<file path="config.mk">
export PLATFORM = sky130hd
export DESIGN_NAME = aurora_tx_arbiter
export DESIGN_NICKNAME = d
export VERILOG_FILES = /design/src/rtl/aurora_tx_arbiter.sv
export SDC_FILE = /design/constraint.sdc
export NUM_CORES = 1
export LEC_CHECK = 0
export ABC_AREA = 1
export CORE_MARGIN = 2
export CORE_UTILIZATION = 30
export DETAILED_ROUTE_END_ITERATION = 10
export GPL_TIMING_DRIVEN = 0
export PLACE_DENSITY = 0.73
export SLEW_MARGIN = 20
export SYNTH_ARGS = -nofsm -noshare
export SYNTH_HDL_FRONTEND = slang
export SYNTH_SLANG_ARGS = --single-unit
</file>
<file path="constraint.sdc">
create_clock -name clk -period 4.3 [get_ports clk]
set_clock_uncertainty 0.15 [all_clocks]
set_input_delay 0.43 -clock clk [delete_from_list [all_inputs] [get_ports clk]]
set_output_delay 0.43 -clock clk [all_outputs]
set_load 0.01 [all_outputs]
</file>
<file path="src/rtl/aurora_tx_arbiter.sv">
// Round-robin packet arbiter sharing one Aurora TX AXI-Stream port between two requesters.
// Define ARB_PKT_HEADER_EN to prepend a one-beat owner header to every granted packet.
module aurora_tx_arbiter #(
  parameter int DATA_WIDTH = 64,
  parameter int CNT_WIDTH  = 16
) (
  input  logic                  clk,
  input  logic                  peripheral_reset,
  input  logic                  channel_up,
  input  logic [DATA_WIDTH-1:0] s0_tdata,
  input  logic                  s0_tvalid,
  input  logic                  s0_tlast,
  output logic                  s0_tready,
  input  logic [DATA_WIDTH-1:0] s1_tdata,
  input  logic                  s1_tvalid,
  input  logic                  s1_tlast,
  output logic                  s1_tready,
  output logic [DATA_WIDTH-1:0] m_tdata,
  output logic                  m_tvalid,
  output logic                  m_tlast,
  input  logic                  m_tready,
  output logic [1:0]            grant,
  output logic [CNT_WIDTH-1:0]  pkt_count,
  output logic [CNT_WIDTH-1:0]  drop_count
);

  localparam logic [1:0] ST_IDLE = 2'd0;
`ifdef ARB_PKT_HEADER_EN
  localparam logic [1:0] ST_HDR  = 2'd1;
`endif
  localparam logic [1:0] ST_XFER = 2'd2;
  localparam logic [1:0] ST_DROP = 2'd3;
`ifdef ARB_PKT_HEADER_EN
  localparam logic [1:0] ST_GRANT = ST_HDR;
`else
  localparam logic [1:0] ST_GRANT = ST_XFER;
`endif

  localparam logic [CNT_WIDTH-1:0] CNT_MAX = {CNT_WIDTH{1'b1}};
  localparam logic [CNT_WIDTH-1:0] CNT_ONE = {{(CNT_WIDTH-1){1'b0}}, 1'b1};

  logic [1:0]            state_r, state_s;
  logic                  owner_r, owner_s;
  logic                  last_served_r, last_served_s;
  logic [CNT_WIDTH-1:0]  pkt_count_r, drop_count_r;
  logic                  pkt_inc_s, drop_inc_s;
  logic [DATA_WIDTH-1:0] own_data_s;
  logic                  own_valid_s, own_last_s;

  // Saturating increment: counters stick at all-ones.
  function automatic logic [CNT_WIDTH-1:0] sat_inc(input logic [CNT_WIDTH-1:0] v, input logic en);
    if (en && (v != CNT_MAX)) begin
      sat_inc = v + CNT_ONE;
    end else begin
      sat_inc = v;
    end
  endfunction

  // Select the current owner's stream.
  always_comb begin
    own_data_s  = s0_tdata;
    own_valid_s = s0_tvalid;
    own_last_s  = s0_tlast;
    if (owner_r) begin
      own_data_s  = s1_tdata;
      own_valid_s = s1_tvalid;
      own_last_s  = s1_tlast;
    end else begin
      own_data_s  = s0_tdata;
      own_valid_s = s0_tvalid;
      own_last_s  = s0_tlast;
    end
  end

  // Next-state, arbitration and packet-completion decode.
  always_comb begin
    state_s       = state_r;
    owner_s       = owner_r;
    last_served_s = last_served_r;
    pkt_inc_s     = 1'b0;
    drop_inc_s    = 1'b0;
    case (state_r)
      ST_IDLE: begin
        if (channel_up && (s0_tvalid || s1_tvalid)) begin
          if (s0_tvalid && s1_tvalid) begin
            owner_s = ~last_served_r;
          end else begin
            owner_s = s1_tvalid;
          end
          state_s = ST_GRANT;
        end else begin
          state_s = ST_IDLE;
        end
      end
`ifdef ARB_PKT_HEADER_EN
      ST_HDR: begin
        if (!channel_up) begin
          state_s = ST_DROP;
        end else if (m_tready) begin
          state_s = ST_XFER;
        end else begin
          state_s = ST_HDR;
        end
      end
`endif
      ST_XFER: begin
        if (!channel_up) begin
          state_s = ST_DROP;
        end else if (own_valid_s && m_tready && own_last_s) begin
          pkt_inc_s     = 1'b1;
          last_served_s = owner_r;
          state_s       = ST_IDLE;
        end else begin
          state_s = ST_XFER;
        end
      end
      ST_DROP: begin
        // Once draining, finish the packet even if the lane recovers.
        if (own_valid_s && own_last_s) begin
          drop_inc_s    = 1'b1;
          last_served_s = owner_r;
          state_s       = ST_IDLE;
        end else begin
          state_s = ST_DROP;
        end
      end
      default: begin
        state_s = ST_IDLE;
      end
    endcase
  end

  // State, owner history and status counters.
  always_ff @(posedge clk) begin
    if (peripheral_reset) begin
      state_r       <= ST_IDLE;
      owner_r       <= 1'b0;
      last_served_r <= 1'b1;
      pkt_count_r   <= {CNT_WIDTH{1'b0}};
      drop_count_r  <= {CNT_WIDTH{1'b0}};
    end else begin
      state_r       <= state_s;
      owner_r       <= owner_s;
      last_served_r <= last_served_s;
      pkt_count_r   <= sat_inc(pkt_count_r, pkt_inc_s);
      drop_count_r  <= sat_inc(drop_count_r, drop_inc_s);
    end
  end

  // Stream mux and handshake steering; m_tvalid is gated by channel_up in the same cycle.
  always_comb begin
    m_tdata   = {DATA_WIDTH{1'b0}};
    m_tvalid  = 1'b0;
    m_tlast   = 1'b0;
    s0_tready = 1'b0;
    s1_tready = 1'b0;
    grant     = 2'b00;
    if (peripheral_reset) begin
      grant = 2'b00;
    end else begin
      case (state_r)
`ifdef ARB_PKT_HEADER_EN
        ST_HDR: begin
          m_tdata  = {{(DATA_WIDTH-1){1'b0}}, owner_r};
          m_tvalid = channel_up;
          grant    = owner_r ? 2'b10 : 2'b01;
        end
`endif
        ST_XFER: begin
          m_tdata   = own_data_s;
          m_tvalid  = own_valid_s & channel_up;
          m_tlast   = own_last_s;
          s0_tready = ~owner_r & m_tready & channel_up;
          s1_tready = owner_r & m_tready & channel_up;
          grant     = owner_r ? 2'b10 : 2'b01;
        end
        ST_DROP: begin
          s0_tready = ~owner_r;
          s1_tready = owner_r;
          grant     = owner_r ? 2'b10 : 2'b01;
        end
        default: begin
          grant = 2'b00;
        end
      endcase
    end
  end

  assign pkt_count  = pkt_count_r;
  assign drop_count = drop_count_r;

endmodule

</file>
==> run_results.csv <==
group,metric,value,unit
die,die_w,106,um
cells_and_area,fillerInstances,1029,
timing,fin_crit_sh,76.2,%
clock_network,clk_path_buf_depth,2,
cells_and_area,num-nets-final,949,
logic_synthesis,ys_ff_latch,36,
clock_network,postCtsSetupBuffers,0,
drt,ant_nets,0,
critical_path,worst-path-buf-inv,5,
pwr,p_switching,0.283,mW
timing,rsz0062_at_grt,"false",
critical_path,critPathKind,"in -> out",
global_routing,grt_pass1_vias,4433,
pwr,p_int,0.634,mW
die,fp.dieH,106,um
placed_design,dp_hpwl,11600,um
logic_synthesis,synth_largest_area_cell,"nand2_1",
global_routing,track_usage,24.1,%
drt,wirelength,14000,um
critical_path,critPathTopFamily,"buffers and inverters",
timing,setup_violations,0,
outcome,outcome,"finished clean",
timing,layout_setup_ws,1.02,ns
logic_synthesis,avgSynthCellArea,5.49,um^2
critical_path,crit_chain,"clkdlybuf4s50_1 > inv_1 > nand2_1 > buf_2 > buf_1 > a21oi_1 > clkdlybuf4s50_1",
clock_network,ctsHoldBuffers,0,
critical_path,path_max_fanout,10,
global_routing,antenna_found_initial,2,
drt,drt_iter0_markers,264,
clock_network,h-tree-depth,2,
clock_network,clock_latency,0.30,ns
clock_network,cts_tree,"yes",
min_path,worst_hold_path_type,"reg -> reg",
critical_path,critPathRequiredTime,3.72,ns
pwr,switching_share,30.8,%
critical_path,r2r_slack,2.25,ns
critical_path,crit_path_end_kind,"primary output",
logic_synthesis,synth_top_area_share,31.1,%
placed_design,dp_slack,1.03,ns
clock_network,cts_root_buf,"clkbuf_8",
global_routing,grt_max_degree,13,
logic_synthesis,syn_inst,567,
critical_path,cp.arrival,2.70,ns
die,die_area,11200,um^2
timing,hold_viol,0,
drt,num_vias,4539,
logic_synthesis,syn_nets,705,
pwr,p_leak,2.07,nW
drt,drc,0,
critical_path,worstSetupStartpointType,"input port",
timing,slew-limit-headroom,53.9,%
drt,post_drt_wl_per_cell,14.7,um
timing,worst_slew_pin_slew,0.692,ns
die,pin_count,238,
die,core,10200,um^2
pwr,clkPwrFrac,26.9,%
pwr,combPwrFrac,36.2,%
clock_network,cts_resized,0,
critical_path,crit_slowest_cell,"clkdlybuf4s50_1",
timing,drv_slew,0,
drt,firstDrtPassIters,5,
critical_path,cp_common_cell,"clkdlybuf4s50_1",
pwr,power_density,159,nW/um^2
global_routing,grt_pass1_wl,21700,um
logic_synthesis,ys_seq_area_share,23.1,%
drt,viasPerCell,4.78,
placed_design,gp_congestion,0.900,
timing,timing.hold.ws,0.371,ns
global_routing,overflow,0,
timing,finalCriticalPeriod,3.28,ns
clock_network,cts-buffers-inserted,5,
logic_synthesis,ys_types,28,
logic_synthesis,yosys-top-cells-area,"nand2_1 31%, dfxtp_1 23%, a21oi_1 14%, nor2_1 6.1%, inv_1 2.7%",
critical_path,slowest_delay,0.52,ns
cells_and_area,syn_to_final_growth,84.6,%
flow_run,max-cap-violations,0,
logic_synthesis,yosysWarnings,0,
placed_design,port-buffer-count,237,
clock_network,clock-sinks,36,
cells_and_area,drive_gt1_share,5.05,%
pwr,ir_worst_vdd,0.102,mV
die,fp-row-count,37,
timing,max_freq,0.305,GHz
timing,fin_setup_tns,0,ns
clock_network,path_clk_slew,0.08,ns
die,start_util,30.6,%
pwr,power_frac_seq,36.9,%
logic_synthesis,netlist_area,3120,um^2
## power groups by stage
stage	Combinational (mW)	Sequential (mW)	Clock (mW)
after floorplan	0.121	0.346	0
after global placement	0.327	0.346	0
after detailed placement	0.331	0.346	0
after CTS	0.333	0.338	0.249
after global routing	0.359	0.339	0.265
final	0.332	0.338	0.247
## flip-flops by register name (all words and copies together), names as in the netlist
signal and flops:
state_r 2, drop_count 16, owner_r 1, last_served_r 1
pkt_count 16
## cells in the final DEF, fill, tap and decap left out, types with 8 or more instances in the layout
cell and instances:
clkbuf_1 13, o21ai_0 16, a21oi_1 87, nand3_1 13, nor2_1 51, buf_1 8
dfxtp_1 36, nand4_1 8, clkdlybuf4s50_1 237, xnor2_1 8, inv_1 22, a21oi_2 8
nand2_1 258
## path summary, 6_finish.rpt
kind                               from  cells past startpoint                          to
min reg2reg  last_served_r$_SDFFE_PP1P_                      2  last_served_r$_SDFFE_PP1P_
max                    peripheral_reset                      7                 m_tdata[34]
max reg2reg  drop_count[0]$_SDFFE_PP0P_                     10  drop_count[0]$_SDFFE_PP0P_
min          last_served_r$_SDFFE_PP1P_                      2  last_served_r$_SDFFE_PP1P_
## metal layers
metal  track usage, %  vias to the layer above  wire length, um
met2             42.8                      173             7120
li1                 -                     2300                -
met3             6.07                       16              989
met5                0                        -                0
met1             28.7                     2050             5620
met4             6.67                        0              273
## cells by family after synthesis
| family | after synthesis | share of synthesized area, % |
|---|---|---|
| adders and majority gates | 2 | 0.803 |
| and+or+nand+nor | 348 | 45.1 |
| buffers and inverters | 55 | 7.91 |
| DFF | 36 | 23.1 |
| xor gates and xnor gates | 13 | 3.65 |
| AOI/OAI and AO/OA | 113 | 19.4 |
## stage by stage
stage | utilization [%] | cell area (um^2) | cells | power (mW)
global placement | 55.6 | 5660 | 940 | 0.673
CTS | 56.4 | 5750 | 948 | 0.920
finish | 56.5 | 5750 | 950 | 0.917
detailed placement | 55.6 | 5660 | 940 | 0.677
global route | 56.5 | 5750 | 950 | 0.963
floorplan | - | 3120 | 567 | 0.466
## cell type report
type / instances / area, um^2 / share of cell area, %
multi-input combinational: 476 / 2150 / 37.4
inverter: 26 / 100 / 1.74
antenna: 2 / 5.00 / 0.0870
timing repair buffer: 237 / 2370 / 41.3
clock inverter: 3 / 18.8 / 0.326
buffer: 29 / 146 / 2.55
clock buffer: 5 / 68.8 / 1.20
sequential: 36 / 721 / 12.5
tap: 136 / 170 / 2.96
## Yosys cell counts
| master | instances |
|---|---|
| a21oi_1 | 87 |
| a21oi_2 | 8 |
| and2_1 | 1 |
| buf_1 | 8 |
| buf_2 | 3 |
| buf_4 | 1 |
| buf_6 | 4 |
| clkbuf_1 | 13 |
| dfxtp_1 | 36 |
| ha_1 | 2 |
| inv_1 | 22 |
| inv_2 | 3 |
| inv_4 | 1 |
| nand2_1 | 258 |
| nand2_2 | 4 |
| nand3_1 | 13 |
| nand3_2 | 2 |
| nand4_1 | 8 |
| nor2_1 | 51 |
| nor2_2 | 3 |
| nor2_4 | 3 |
| nor3_1 | 4 |
| nor3b_1 | 1 |
| o21ai_0 | 16 |
| o21ai_2 | 1 |
| o32ai_1 | 1 |
| xnor2_1 | 8 |
| xor2_1 | 5 |
## worst min-delay path: cells and delay by family, from the launching register on
kind	cells	cell delay [ns]
simple gates	2	0.15
flops	1	0.33
Power figures use the tool's default switching activity.
